**src/rtl/pmu_pkg.sv**
```systemverilog
// ---------------------------------------------------------------------------
// pmu_pkg
//   Shared definitions for the multi-counter performance monitor.
//   - EVT_* : bit positions of the pipeline event strobes on pmu_multi.evt
//   - pmu_cfg_t : per-counter configuration word (event select, enable,
//     saturate/wrap mode, overflow interrupt enable)
// ---------------------------------------------------------------------------
package pmu_pkg;

    localparam int unsigned EVT_RETIRE   = 0;
    localparam int unsigned EVT_STALL    = 1;
    localparam int unsigned EVT_FLUSH    = 2;
    localparam int unsigned EVT_DM_RD    = 3;
    localparam int unsigned EVT_DM_WR    = 4;
    localparam int unsigned EVT_BRANCH   = 5;
    localparam int unsigned EVT_LOAD_USE = 6;
    localparam int unsigned EVT_RSVD     = 7;

    // Widest event select the config word can carry (up to 256 events).
    localparam int unsigned PMU_SEL_W_MAX = 8;

    typedef struct packed {
        logic [PMU_SEL_W_MAX-1:0] sel;
        logic                     en;
        logic                     sat;
        logic                     irq_en;
    } pmu_cfg_t;

endpackage

```
**src/rtl/pmu_counter.sv**
```systemverilog
// ---------------------------------------------------------------------------
// pmu_counter
//   One programmable event counter with its configuration register,
//   wrap/saturate mode and sticky overflow.
//   Ports:
//     clk, rst     clock, synchronous active-high reset
//     evt          event strobes (NUM_EVT)
//     cfg_we       configuration write already decoded for this counter
//     cfg_in       configuration word to load on cfg_we
//     clr          clear value and overflow
//     freeze       hold value
//     value        live count (registered)
//     ovf          sticky overflow (registered)
//     irq_pend     ovf qualified by the configured interrupt enable
//     value_next   value being written at the coming edge (for snapshot)
// ---------------------------------------------------------------------------
module pmu_counter
    import pmu_pkg::*;
#(
    parameter int unsigned CNT_W   = 32,
    parameter int unsigned NUM_EVT = 8
) (
    input  logic               clk,
    input  logic               rst,
    input  logic [NUM_EVT-1:0] evt,
    input  logic               cfg_we,
    input  pmu_cfg_t           cfg_in,
    input  logic               clr,
    input  logic               freeze,
    output logic [CNT_W-1:0]   value,
    output logic               ovf,
    output logic               irq_pend,
    output logic [CNT_W-1:0]   value_next
);

    localparam int unsigned SEL_W     = $clog2(NUM_EVT);
    localparam int unsigned EVT_PAD_W = 1 << SEL_W;

    pmu_cfg_t               cfg_q, cfg_d;
    logic [CNT_W-1:0]       val_q, val_d;
    logic                   ovf_q, ovf_d;
    logic [EVT_PAD_W-1:0]   evt_pad;
    logic                   sel_oob;
    logic                   hit;

    // Selects beyond NUM_EVT land on zero padding or above the select
    // width, so they never count.
    assign evt_pad = EVT_PAD_W'(evt);
    assign sel_oob = |(cfg_q.sel >> SEL_W);
    assign hit     = cfg_q.en & ~sel_oob & evt_pad[cfg_q.sel[SEL_W-1:0]];

    always_comb begin
        cfg_d = cfg_q;
        val_d = val_q;
        ovf_d = ovf_q;
        if (cfg_we) begin
            cfg_d = cfg_in;
            val_d = '0;
            ovf_d = 1'b0;
        end else if (clr) begin
            val_d = '0;
            ovf_d = 1'b0;
        end else if (!freeze && hit) begin
            if (val_q == '1) begin
                ovf_d = 1'b1;
                val_d = cfg_q.sat ? val_q : '0;
            end else begin
                val_d = val_q + CNT_W'(1);
            end
        end
    end

    always_ff @(posedge clk) begin
        if (rst) begin
            cfg_q <= '0;
            val_q <= '0;
            ovf_q <= 1'b0;
        end else begin
            cfg_q <= cfg_d;
            val_q <= val_d;
            ovf_q <= ovf_d;
        end
    end

    assign value      = val_q;
    assign ovf        = ovf_q;
    assign irq_pend   = ovf_q & cfg_q.irq_en;
    assign value_next = val_d;

endmodule

```
**src/rtl/pmu_multi.sv**
```systemverilog
// ---------------------------------------------------------------------------
// pmu_multi
//   Performance monitor: free-running cycle counter plus NUM_CNT
//   programmable event counters with snapshot shadow and registered read.
//   Ports:
//     clk, rst        clock, synchronous active-high reset
//     evt             pipeline event strobes (see pmu_pkg EVT_*)
//     cfg_we/cfg_idx  configuration write to counter cfg_idx with
//     cfg_sel/cfg_en  event select, enable,
//     cfg_sat         saturate (1) or wrap (0),
//     cfg_irq_en      overflow interrupt enable
//     clr             per-counter clear of value and overflow
//     freeze          hold every counter including cycle_count
//     snap_req        copy live counters into the shadow
//     snap_valid      shadow holds a snapshot
//     rd_idx          read select
//     rd_shadow       read shadow (1) or live (0)
//     rd_data/rd_ovf  registered read data and live sticky overflow
//     cycle_count     live cycle counter
//     ovf_irq         registered OR of enabled overflows
// ---------------------------------------------------------------------------
module pmu_multi
    import pmu_pkg::*;
#(
    parameter int unsigned NUM_CNT = 4,
    parameter int unsigned CNT_W   = 32,
    parameter int unsigned CYC_W   = 48,
    parameter int unsigned NUM_EVT = 8
) (
    input  logic                       clk,
    input  logic                       rst,
    input  logic [NUM_EVT-1:0]         evt,
    input  logic                       cfg_we,
    input  logic [$clog2(NUM_CNT)-1:0] cfg_idx,
    input  logic [$clog2(NUM_EVT)-1:0] cfg_sel,
    input  logic                       cfg_en,
    input  logic                       cfg_sat,
    input  logic                       cfg_irq_en,
    input  logic [NUM_CNT-1:0]         clr,
    input  logic                       freeze,
    input  logic                       snap_req,
    output logic                       snap_valid,
    input  logic [$clog2(NUM_CNT)-1:0] rd_idx,
    input  logic                       rd_shadow,
    output logic [CNT_W-1:0]           rd_data,
    output logic                       rd_ovf,
    output logic [CYC_W-1:0]           cycle_count,
    output logic                       ovf_irq
);

    localparam int unsigned IDX_W = $clog2(NUM_CNT);

    pmu_cfg_t           cfg_in;
    logic [CNT_W-1:0]   cnt_val  [NUM_CNT];
    logic [CNT_W-1:0]   cnt_next [NUM_CNT];
    logic [CNT_W-1:0]   shadow   [NUM_CNT];
    logic [NUM_CNT-1:0] cnt_ovf;
    logic [NUM_CNT-1:0] irq_pend;
    logic [CNT_W-1:0]   rd_data_d;
    logic               rd_ovf_d;

    always_comb begin
        cfg_in        = '0;
        cfg_in.sel    = PMU_SEL_W_MAX'(cfg_sel);
        cfg_in.en     = cfg_en;
        cfg_in.sat    = cfg_sat;
        cfg_in.irq_en = cfg_irq_en;
    end

    // Indices >= NUM_CNT decode to no counter, so such writes are dropped.
    for (genvar i = 0; i < NUM_CNT; i++) begin : g_cnt
        pmu_counter #(
            .CNT_W   (CNT_W),
            .NUM_EVT (NUM_EVT)
        ) u_cnt (
            .clk        (clk),
            .rst        (rst),
            .evt        (evt),
            .cfg_we     (cfg_we && (cfg_idx == IDX_W'(i))),
            .cfg_in     (cfg_in),
            .clr        (clr[i]),
            .freeze     (freeze),
            .value      (cnt_val[i]),
            .ovf        (cnt_ovf[i]),
            .irq_pend   (irq_pend[i]),
            .value_next (cnt_next[i])
        );
    end

    always_ff @(posedge clk) begin
        if (rst) begin
            cycle_count <= '0;
        end else if (!freeze) begin
            cycle_count <= cycle_count + CYC_W'(1);
        end
    end

    // Shadow captures the post-edge values so a coincident event is included.
    always_ff @(posedge clk) begin
        if (rst) begin
            snap_valid <= 1'b0;
            for (int unsigned i = 0; i < NUM_CNT; i++) begin
                shadow[i] <= '0;
            end
        end else if (snap_req) begin
            snap_valid <= 1'b1;
            for (int unsigned i = 0; i < NUM_CNT; i++) begin
                shadow[i] <= cnt_next[i];
            end
        end
    end

    always_comb begin
        rd_data_d = '0;
        rd_ovf_d  = 1'b0;
        for (int unsigned i = 0; i < NUM_CNT; i++) begin
            if (rd_idx == IDX_W'(i)) begin
                rd_ovf_d = cnt_ovf[i];
                if (!rd_shadow) begin
                    rd_data_d = cnt_val[i];
                end else if (snap_valid) begin
                    rd_data_d = shadow[i];
                end
            end
        end
    end

    always_ff @(posedge clk) begin
        if (rst) begin
            rd_data <= '0;
            rd_ovf  <= 1'b0;
            ovf_irq <= 1'b0;
        end else begin
            rd_data <= rd_data_d;
            rd_ovf  <= rd_ovf_d;
            ovf_irq <= |irq_pend;
        end
    end

endmodule

```
**config.mk**
```make
export PLATFORM = sky130hd
export DESIGN_NAME = pmu_multi
export DESIGN_NICKNAME = d
export VERILOG_FILES = /design/src/rtl/pmu_pkg.sv /design/src/rtl/pmu_counter.sv /design/src/rtl/pmu_multi.sv
export SDC_FILE = /design/constraint.sdc
export NUM_CORES = 1
export LEC_CHECK = 0
export ABC_AREA = 1
export CAP_MARGIN = 20
export CORE_MARGIN = 2
export CORE_UTILIZATION = 44
export DETAILED_ROUTE_END_ITERATION = 8
export PLACE_DENSITY = 0.67
export SYNTH_ARGS = -nofsm -noshare
export SYNTH_HDL_FRONTEND = slang
export SYNTH_HIERARCHICAL = 1
export SYNTH_SLANG_ARGS = --single-unit
```
**constraint.sdc**
```tcl
create_clock -name clk -period 3.3 [get_ports clk]
set_input_delay 0.825 -clock clk [delete_from_list [all_inputs] [get_ports clk]]
set_output_delay 0.825 -clock clk [all_outputs]
set_load 0.05 [all_outputs]
```
## After elaboration in Yosys (flattened, before gate mapping)

Memory sizes are Yosys's and may differ from the RTL's.
Cells that the tools add are included.

| word-level totals | value |
|---|---|
| flip-flop bits (word level) | 239 |
| bits in writable memories | 128 |
| word-level logic and storage cells | 134 |
| bits of input ports | 28 |
| memories | 1 |

| operators by class | value |
|---|---|
| reduce and logical (&&, ||, !) cells | 20 |
| magnitude comparators | 4 |
| bitwise logic cells | 12 |
| muxes and demuxes | 53 |
| add/sub/neg operators | 5 |
| equality and inequality tests | 10 |

Memories:

| memory | depth | width | rd ports | clocked after memory_dff | write ports | RTL line | source |
|---|---|---|---|---|---|---|---|
| shadow | 4 | 32 | 4 | 0 | 4 | pmu_multi.sv:56 | `logic [CNT_W-1:0] shadow [NUM_CNT];` |

Operator list:

| operator | count |
|---|---|
| $mux 32 | 36 |
| $add 32x1->32 const B | 4 |
| $eq 32x32->1 const B | 4 |
| $add 48x1->48 const B | 1 |
| $lt 3x4->1 const B | 4 |
| $mux 1 | 13 |
| $bmux 1 s3 | 4 |
| $reduce_or 3->1 | 4 |
| $and 1x1->1 | 8 |
| $eq 2x2->1 const B | 4 |
| $logic_and 1x1->1 | 8 |
| $reduce_and 2->1 | 4 |
| $eq 2x1->1 const B | 2 |
| $logic_not 2->1 | 2 |
| $or 1x1->1 | 4 |
| $reduce_or 4->1 | 1 |
| $logic_not 1->1 | 1 |

## Longest topological paths before layout

Gate-level depths: netlist of run 1.
An unclocked memory read counts as a cell.

| logic depth | value |
|---|---|
| depth after elaboration | 13 |
| depth in mapped cells | 14 |
| mapped depth without buffers | 13 |

## By module

Netlist of run 1, hierarchy kept.

By module, submodules not included:

| module | cells an instance | instances | area each (um2) |
|---|---|---|---|
| pmu_counter | 538 | 4 | 3,011.6 |
| pmu_multi | 1,400 | 1 | 10,756.6 |

## Worst setup path after synthesis of run 1

Ideal clock, no wire load.

| timing path | value |
|---|---|
| path kind | input port to flip-flop |
| from | input port rst |
| to | memory shadow[0][0] (enable) |
| cell stages on the path | 2 |
| buffers on the path | 1 |
| path slack | 0.160 ns |
| library setup time | 0.433 ns |
| data required time | 2.867 ns |
| data arrival time | 2.707 ns |
| cell sequence | clkbuf_1 > or2_2 |

RTL lines:

| item | RTL line | source |
|---|---|---|
| from (decl) | pmu_multi.sv:31 | `input logic rst,` |
| to (decl) | pmu_multi.sv:56 |  |

## Worst setup path in the final report of run 1

| timing path | value |
|---|---|
| from | register cycle_count[22] |
| to | output port cycle_count[22] |

RTL lines:

| item | RTL line | source |
|---|---|---|
| from (decl) | pmu_multi.sv:47 | `output logic [CYC_W-1:0] cycle_count,` |
| from (signal assigned) | pmu_multi.sv:94 | `cycle_count <= cycle_count + CYC_W'(1);` |

No word-level cell between the ends.

==> impl_results.md, run 1 <==
* LEAKAGE at 11.38 nW
* Unrepaired setup endpoints after global routing: no
* Worst hold path startpoint: g_cnt[0].u_cnt/cfg_q[2]$_SDFFE_PP0P_
* Worst-Skew Late Latency at 600 ps
* Outcome: completed
* Initial Util at 44.45%
* Synth top area cells: dfxtp_1 23%, nand2_1 18%, edfxtp_1 17%, nor2_1 9.6%, inv_1 8.9%
* Initial antenna violation count at 1
* Skew final at 22.54 ps
* Max-slew violation count at 0
* FF/Latch Area at 9029 µm²
* Synthesized area per cell at 6.420 µm²
* GRT Overall Usage at 27.58%
* Share of layout cells above drive strength 1 at 6.152%
* Worst path top cell family by delay: buffers and inverters
* DR vias/cell at 5.135
* Crit end category: output port
* Critical path class: register to output port
* Area leader, netlist: dfxtp_1
* Area of the core at 51,300 µm²
* Congestion Overflow GR at 0
* Critical path buffer and inverter count at 1
* Fin crit period at 2714 ps
* Clk root buf: clkbuf_16
* Count of different cell masters after synthesis at 46
* Crit path max fanout at 5
* Worst-path clk slew at 60 ps
* Flop2flop setup slack at 870 ps
* Slew @ Worst Pin at 677.8 ps
* Die height at 231.7 µm
* Worst r2r src: g_cnt[0].u_cnt/value[0]$_SDFF_PP0_
* Worst Hold Slack at 462.7 ps
* CP max stage cell: clkdlybuf4s50_1
* VDD IR max at 366.7 µV
* Pin count of the biggest net entering global routing at 103
* Post-CTS setup buffer count at 0
* Die area at 53,660 µm²
* Asr flop ratio synth at 0%
* Clock tree sinks at 387
* First-pass GRT wire length at 115.4 mm
* TritonCTS clock tree: done
* Detailed Routing Iterations Pass 1 at 6
* Final setup violation count at 0
* Routability Congestion at 0.9772
* Pwr Density at 419.1 nW/µm²
* Yosys synthesis warning count at 6
* Syn Inst Count at 3,552
* Number of synthesized flops with an enable pin at 128
* DP Wirelength at 54.66 mm
* Highest clock rate at 368.4 MHz
* Synthesis-stage register bit count at 387
* Most common cell in the synthesized netlist: nand2_1
* Longest Clk Path Bufs at 3
* Final WL at 74.18 mm
* Maxcap violations at 0
* Post-route DRC at 0
* Hold path depth at 2
* H-tree levels at 2
* Final net count at 3,701
* Mapped cell area at 22,800 µm²
* Hold Path Sink: g_cnt[0].u_cnt/cfg_q[2]$_SDFFE_PP0P_
* Yosys top cell area share at 22.74%
* Final Core Density at 51.57%
* Startpoint types: register
* CTS-repair resized insts at 0
* Row count at 83
* Worst Reg-to-Reg Cells at 12
* Cts hold-fix bufs at 0
* Inserted Clock Buffers at 46
* Worst Path Required at 2470 ps
* Drt first-iter violations at 2,283
* Drt wl/cell at 16.91 µm
* Top cells by count, synth: 1,102 x nand2_1, 585 x nor2_1, 539 x inv_1
* Routed vias at 22,530
* Slew margin rel. at 54.81%
* Worst path cell trace: clkdlybuf4s50_1
* Antenna Nets Post-Route at 0
* Arrival time at the worst endpoint at 1890 ps
* Die Span X at 231.7 µm
* Synth-to-Final Area Change at 16.03%
* Filler cells at 5,182
* Vias in the first global route at 20,420
* Hold WC Path Type: register to register
* CP max stage delay at 850 ps
* Ys flop type: dfxtp_1
* Worst r2r dst: shadow[0][1]$_SDFFCE_PN0P_
* IO Count at 111
* PortBufs at 110
* Sequential area share after synthesis at 39.59%
* Multi-input logic area at 11,110 µm²
* Setup TNS at 0 ps
* Final Hold Fails at 0
* Crit share post-route at 82.25%
* CP Depth at 1
how the worst max path moves through the flow:
stage                                             from                           to  slack, ps
after floorplan                                    rst   shadow[0][0]$_SDFFCE_PN0P_        160
after detailed placement                    cfg_idx[1]  shadow[2][27]$_SDFFCE_PN0P_        150
final                     cycle_count[22]$_SDFFE_PP0N_              cycle_count[22]        590
after global routing      cycle_count[14]$_SDFFE_PP0N_              cycle_count[14]        520
after global placement                      cfg_idx[1]  shadow[2][20]$_SDFFCE_PN0P_        150
after CTS                 cycle_count[40]$_SDFFE_PP0N_              cycle_count[40]        550
cells by family after synthesis:
| family | share of synthesized area, % |
|---|---|
| fa+ha+maj | 0.2743 |
| compound gates | 6.282 |
| xor+xnor | 1.268 |
| flops | 39.59 |
| other cells | 0.01645 |
| buf+inv | 12.04 |
| simple gates | 40.53 |
final cells by class:
class	count	share of cell area [%]
Sequential cell	387	34.12
Antenna cell	1	0.009458
Tap cell	680	3.216
Inverter	551	7.827
Multi-Input combinational cell	2490	41.99
Clock inverter	19	0.8370
Clock buffer	67	4.999
Timing Repair Buffer	192	6.994
layout by cell type (no fill, tap or decap), types with 9 or more instances in the layout:
master and count:
nand2_1 1101, nor2_1 585, inv_1 538, nand3_1 306
dfxtp_1 259, edfxtp_1 128, a21oi_1 127, clkdlybuf4s50_1 107
nand4_1 75, buf_4 72, clkbuf_16 48, nor3_1 43
o21ai_0 38, xor2_1 25, a211oi_1 24, conb_1 20
a22o_1 17, nor2_4 15, clkbuf_1 14, nand2_2 12
inv_2 12, buf_12 11, o211ai_1 9, a31oi_1 9
routing by layer:
metal / up-vias / global-route usage [%] / share of wire [%]
met4: 0 / 10.74 / 3.8
met3: 129 / 4.626 / 7.8
li1: 11280 / - / -
met5: - / 0 / 0
met1: 10310 / 37.95 / 44
met2: 808 / 43.19 / 44
registers in the layout, summed over array words and instances (netlist names):
signal             cells
g_cnt.u_cnt/value    128
shadow               128
cycle_count           48
g_cnt.u_cnt/cfg_q     44
rd_data               32
g_cnt.u_cnt/ovf        4
ovf_irq                1
rd_ovf                 1
snap_valid             1
per-stage QoR:
stage	cell area (µm²)	setup WS (ps)	instances	total power [mW]
2_1_floorplan	22870	160.0	3571	5.633
3_3_place_gp	24910	148.9	4300	5.971
3_5_place_dp	24910	149.6	4300	5.972
4_1_cts	26460	548.5	4386	11.15
5_1_grt	26460	515.1	4387	11.40
6_report	26460	585.8	4387	11.09
power breakdown:
group          leakage, nW  internal [mW]  switching (mW)
combinational         7.11          0.221           0.586
sequential            3.52           5.02          0.0504
clock                0.748           3.11            2.10
No activity file was read; power rests on OpenSTA's default activity.
==> run 2, diff against run 1 <==
Clock period 3.3 ns to 2.4 ns, I/O delays scaled along.
==> run 2 against run 1 <==
  * Worst hold slack got worse by 100 ps
  * Die area did not move
  * Clock power rose by 41%
  * Sequential share of layout area fell by 1.8 points
  * Largest power group unchanged
==> impl_results.md, run 2 (same netlist as run 1, synthesis figures left out) <==
* Worst path top cell family by delay: buffers and inverters
* Post-route DRC at 0 (unchanged)
* CP max stage delay at 870 ps (+20 ps)
* Post-CTS setup buffer count at 0 (unchanged)
* H-tree levels at 2 (unchanged)
* FF/Latch Area at 9029 µm² (unchanged)
* CP max stage cell: clkdlybuf4s50_1
* Worst Reg-to-Reg Cells at 11 (-1)
* First-pass GRT wire length at 118.4 mm (+2.7%)
* Die height at 231.7 µm (unchanged)
* Hold WC Path Type: input pin to register
* IO Count at 111 (unchanged)
* PortBufs at 110 (unchanged)
* Clock tree sinks at 387 (unchanged)
* GRT Overall Usage at 28.07% (+0.49 points)
* Startpoint types: register
* Slew margin rel. at 59.33% (+4.5 points)
* Row count at 83 (unchanged)
* Worst Path Required at 1800 ps (-670 ps)
* Cts hold-fix bufs at 0 (unchanged)
* Die Span X at 231.7 µm (unchanged)
* Max-slew violation count at 0 (unchanged)
* Multi-input logic area at 11,120 µm² (about the same)
* Crit share post-route at 98.54%
* Hold path depth at 2 (unchanged)
* Unrepaired setup endpoints after global routing: no
* Area of the core at 51,300 µm² (unchanged)
* Congestion Overflow GR at 0 (unchanged)
* Pwr Density at 557.6 nW/µm² (+33%)
* Routability Congestion at 1.002 (+2.5%)
* Initial antenna violation count at 1 (unchanged)
* Setup slack after layout at 34.96 ps (-550.8 ps)
* Worst-path clk slew at 60 ps (about the same)
* Commonest non-fill, non-tap cell in the layout: nand2_1
* Critical path buffer and inverter count at 1 (unchanged)
* Final net count at 3,877 (+4.8%)
* Worst r2r src: g_cnt[3].u_cnt/value[27]$_SDFF_PP0_
* Flop2flop setup slack at 160 ps (-710 ps)
* CTS-repair resized insts at 44 (+44)
* Filler cells at 5,131 (-0.98%)
* Highest clock rate at 422.8 MHz
* Crit end category: output port
* Hold Path Sink: g_cnt[3].u_cnt/value[10]$_SDFF_PP0_
* DR vias/cell at 5.087 (-0.93%)
* Share of layout cells above drive strength 1 at 10.59% (+4.4 points)
* Inserted Clock Buffers at 46 (unchanged)
* Detailed Routing Iterations Pass 1 at 6 (unchanged)
* Vias in the first global route at 21,180 (+3.8%)
* Synth-to-Final Area Change at 22.39%
* Worst hold path startpoint: rst
* LEAKAGE at 12.59 nW (+11%)
* Antenna Nets Post-Route at 0 (unchanged)
* Final Hold Fails at 0 (unchanged)
* Maxcap violations at 0 (unchanged)
* DP Worst Slack at -342.5 ps (-492.2 ps)
* Pin count of the biggest net entering global routing at 76 (-26%)
* DP Wirelength at 57.19 mm (+4.6%)
* Final WL at 75.92 mm (+2.3%)
* Crit path max fanout at 1 (-4)
* Drt first-iter violations at 2,286 (+0.13%)
* Arrival time at the worst endpoint at 1770 ps (-120 ps)
* Drt wl/cell at 16.64 µm (-1.6%)
* Fin crit period at 2365 ps
* Slew @ Worst Pin at 608.1 ps (-69.65 ps)
* Worst r2r dst: shadow[3][1]$_SDFFCE_PN0P_
* Worst-Skew Late Latency at 590 ps (about the same)
* Skew final at 28.59 ps (+6.043 ps)
* Worst Hold Slack at 361.8 ps (-100.9 ps)
* Routed vias at 23,210 (+3.0%)
* Outcome: completed
* Clk root buf: clkbuf_16
* Critical path class: register to output port
* Longest Clk Path Bufs at 3 (unchanged)
* VDD IR max at 548.9 µV (+50%)
* Commonest non-fill, non-tap cells in the layout: 1,101 x nand2_1, 585 x nor2_1, 538 x inv_1
* Worst path cell trace: clkdlybuf4s50_1
* Final setup violation count at 0 (unchanged)
* Die area at 53,660 µm² (unchanged)
* Initial Util at 44.45% (unchanged)
* TritonCTS clock tree: done
## run 2: cell types whose count changed in the layout (fill, tap and decap cells not counted), sizes merged, moves of 3 or more
cell and change:
bufinv +3, clkinv +6, clkdlybuf4s50 -47, dlygate4sd2 +44, clkbuf -9, buf +177
## run 2: how the worst max path moves through the flow
stage | from | depth (start not counted) | to
after floorplan | rst | 2 | shadow[0][0]$_SDFFCE_PN0P_
after global placement | freeze | 13 | shadow[2][20]$_SDFFCE_PN0P_
after detailed placement | evt[1] | 13 | shadow[3][20]$_SDFFCE_PN0P_
after CTS | cycle_count[0]$_SDFFE_PP0N_ | 1 | cycle_count[0]
after global routing | cycle_count[45]$_SDFFE_PP0N_ | 1 | cycle_count[45]
final | rd_data[6]$_SDFF_PP0_ | 1 | rd_data[6]
## run 2: metrics by stage
| stage | TNS (ps) | std cells | util (%) | power [mW] | instance area [µm²] |
|---|---|---|---|---|---|
| global placement | -32770 | 4476 | 51.40 | 8.315 | 26370 |
| global route | 0 | 4561 | 54.40 | 16.02 | 27910 |
| CTS | 0 | 4561 | 54.37 | 15.65 | 27890 |
| detailed placement | -38680 | 4476 | 51.40 | 8.320 | 26370 |
| floorplan | 0 | 3571 | - | 7.743 | 22880 |
| finish | 0 | 4562 | 54.40 | 15.56 | 27910 |
## run 2: where the power goes
part	leakage [nW]	internal (mW)	switching [mW]
sequential	3.52	6.90	0.0675
combinational	8.29	0.396	0.829
clock	0.775	4.42	2.94
## run 2: layout make-up
class / instances / share of cell area [%]
multi-input combinational: 2490 / 39.85
tap: 680 / 3.049
antenna: 1 / 0.008966
clock inverter: 27 / 1.228
clock buffer: 58 / 4.429
sequential: 387 / 32.35
inverter: 551 / 7.420
timing repair buffer: 368 / 11.67
## run 2: metal layers
layer / share of wire, % / GRT usage, % / wire length (µm)
met1: 44 / 38.44 / 33560
met2: 45 / 45.16 / 34060
met3: 7.1 / 3.248 / 5396
met4: 3.8 / 11.16 / 2908
met5: 0 / 0 / 0
==> run 3, diff against run 2 <==
Settings changed: CELL_PAD_IN_SITES_DETAIL_PLACEMENT set to 0, CELL_PAD_IN_SITES_GLOBAL_PLACEMENT set to 2, CORE_MARGIN 2 to not set, CORE_UTILIZATION 44 to 31, PLACE_DENSITY 0.67 to 0.81.
==> run 3 against run 2 <==
  * Non-clock buffer count is 38 higher
  * Fmax increased by 0.99%
  * Wire length increased by 15%
  * Clock power increased by 7.6%
  * Via count shrank 0.98%
  * Core utilization down 15 points
  * Global-route usage fell by 4.5 points
  * Worst setup slack improved by 23 ps
  * Worst hold slack improved by 3.3 ps
  * Critical path type unchanged
==> impl_results.md, run 3 (same netlist as run 1, synthesis figures left out) <==
* Outcome: completed
* GRT Overall Usage at 23.55% (-4.5 points)
* Setup TNS at 0 ps (unchanged)
* PortBufs at 110 (unchanged)
* Worst path cell trace: clkdlybuf4s50_1
* DR vias/cell at 4.703 (-7.5%)
* CP max stage cell: clkdlybuf4s50_1
* Synth-to-Final Area Change at 26.34%
* DP Wirelength at 65.53 mm (+15%)
* Part of the power in the clock network at 48.9% (+1.6 points)
* Routability Congestion at 0.8851 (-12%)
* Longest Clk Path Bufs at 3 (unchanged)
* Flop2flop setup slack at 230 ps (+70 ps)
* Detailed Routing Iterations Pass 1 at 5 (-1)
* Slew @ Worst Pin at 521.3 ps (-86.84 ps)
* Finished Cell Area at 28,810 µm² (+3.2%)
* Clk root buf: clkbuf_16
* Arrival time at the worst endpoint at 1740 ps (-30 ps)
* Row count at 99 (+19%)
* Inserted Clock Buffers at 50 (+8.7%)
* Worst path top cell family by delay: buffers and inverters
* CP max stage delay at 820 ps (-50 ps)
* Filler cells at 7,886 (+54%)
* Die Span X at 273.2 µm (+18%)
* Final net count at 3,919 (+1.1%)
* Unrepaired setup endpoints after global routing: no
* Share of layout cells above drive strength 1 at 11.74% (+1.1 points)
* Final Power at 16.23 mW (+4.3%)
* Final Core Density at 39.55% (-15 points)
* Commonest non-fill, non-tap cell in the layout: nand2_1
* DP Worst Slack at -394.6 ps (-52.06 ps)
* Net switching power at 4.120 mW (+7.3%)
* Cts hold-fix bufs at 0 (unchanged)
* # diodes at 0 (-1)
* Hold WC Path Type: input pin to register
* Skew final at 21.44 ps (-7.147 ps)
* Final setup violation count at 0 (unchanged)
* Crit share post-route at 97.58% (-0.97 points)
* Critical path buffer and inverter count at 1 (unchanged)
* Fin crit period at 2342 ps (-23.24 ps)
* IO Count at 111 (unchanged)
* LEAKAGE at 12.87 nW (+2.2%)
* Maxcap violations at 0 (unchanged)
* Seq pwr share at 43.0% (-1.8 points)
* Critical path class: register to output port
* Antenna Nets Post-Route at 0 (unchanged)
* Setup slack after layout at 58.19 ps (+23.24 ps)
* Startpoint types: register
* Worst Hold Slack at 365.1 ps (+3.297 ps)
* Die height at 273.2 µm (+18%)
* Drt wl/cell at 17.91 µm (+7.6%)
* Placed Cells incl. Taps at 4,793 (+7.1%)
* Highest clock rate at 427.0 MHz (+0.99%)
* Clock tree sinks at 387 (unchanged)
* Commonest non-fill, non-tap cells in the layout: 1,101 x nand2_1, 584 x nor2_1, 538 x inv_1
* Initial Util at 31.31% (-13 points)
* VDD IR max at 480.5 µV (-12%)
* Congestion Overflow GR at 0 (unchanged)
* Post-route DRC at 0 (unchanged)
* Worst-Skew Late Latency at 610 ps (+20 ps)
* First-pass GRT wire length at 134.5 mm (+14%)
* Final std cells w/o fill at 4,886 (+7.1%)
* Area of the core at 72,830 µm² (+42%)
* Vias in the first global route at 22,020 (+3.9%)
* Pin count of the biggest net entering global routing at 89 (+17%)
* Pwr Density at 563.4 nW/µm² (+1.0%)
* Drt first-iter violations at 1,725 (-25%)
* Slew margin rel. at 65.14% (+5.8 points)
* Max-slew violation count at 0 (unchanged)
* Routed vias at 22,980 (-0.98%)
* Crit end category: output port
* Final Hold Fails at 0 (unchanged)
* Crit path max fanout at 1 (unchanged)
* Final WL at 87.52 mm (+15%)
* Switching share of power at 25.38% (+0.70 points)
* Post-Place Cell Area at 27,160 µm² (+3.0%)
* Worst-path clk slew at 70 ps (about the same)
* Total internal power at 12.11 mW (+3.3%)
* TritonCTS clock tree: done
* Combinational fraction of design power at 8.1% (+0.2 points)
* Worst Path Required at 1800 ps (about the same)
* H-tree levels at 2 (unchanged)
* Die area at 74,650 µm² (+39%)
* Initial antenna violation count at 4 (+3)
==> run 3: repair_timing <==
item	in CTS	in global routing
endpoints found under the setup margin	48	0
buffers inserted	0	0
resized for setup	48	0
==> run 3: path summary, 6_finish.rpt <==
check                           cells past startpoint                                    to                                 start
worst min register to register                      2  g_cnt[1].u_cnt/cfg_q[6]$_SDFFE_PP0P_  g_cnt[1].u_cnt/cfg_q[6]$_SDFFE_PP0P_
worst max register to register                     12           shadow[2][15]$_SDFFCE_PN0P_   g_cnt[2].u_cnt/value[13]$_SDFF_PP0_
worst min-delay path                                2   g_cnt[0].u_cnt/value[26]$_SDFF_PP0_                                   rst
worst max-delay path                                1                           rd_data[17]                rd_data[17]$_SDFF_PP0_
==> run 3: power by group through the flow <==
| stage | combinational [mW] | clock (mW) | sequential (mW) |
|---|---|---|---|
| detailed placement | 1.33 | 0 | 7.12 |
| floorplan | 0.562 | 0 | 7.18 |
| CTS | 1.33 | 8.12 | 6.98 |
| global route | 1.43 | 8.36 | 6.99 |
| global placement | 1.33 | 0 | 7.12 |
| finish | 1.32 | 7.93 | 6.98 |
==> run 3: layout make-up <==
cell class,instances,area [µm²],area share (%)
clock buffer,65,1409,4.890
clock inverter,28,295.3,1.025
inverter,551,2072,7.192
multi-input combinational,2490,11120,38.59
sequential,387,9030,31.34
tap,959,1200,4.165
timing repair buffer,406,3685,12.79
==> run 3: per-layer routing <==
layer / track usage [%] / wire length, µm / up-vias
met5: 0 / 0 / -
li1: - / - / 11720
met3: 3.228 / 4270 / 135
met1: 32.56 / 41490 / 10540
met4: 9.291 / 3535 / 0
met2: 36.89 / 38220 / 586
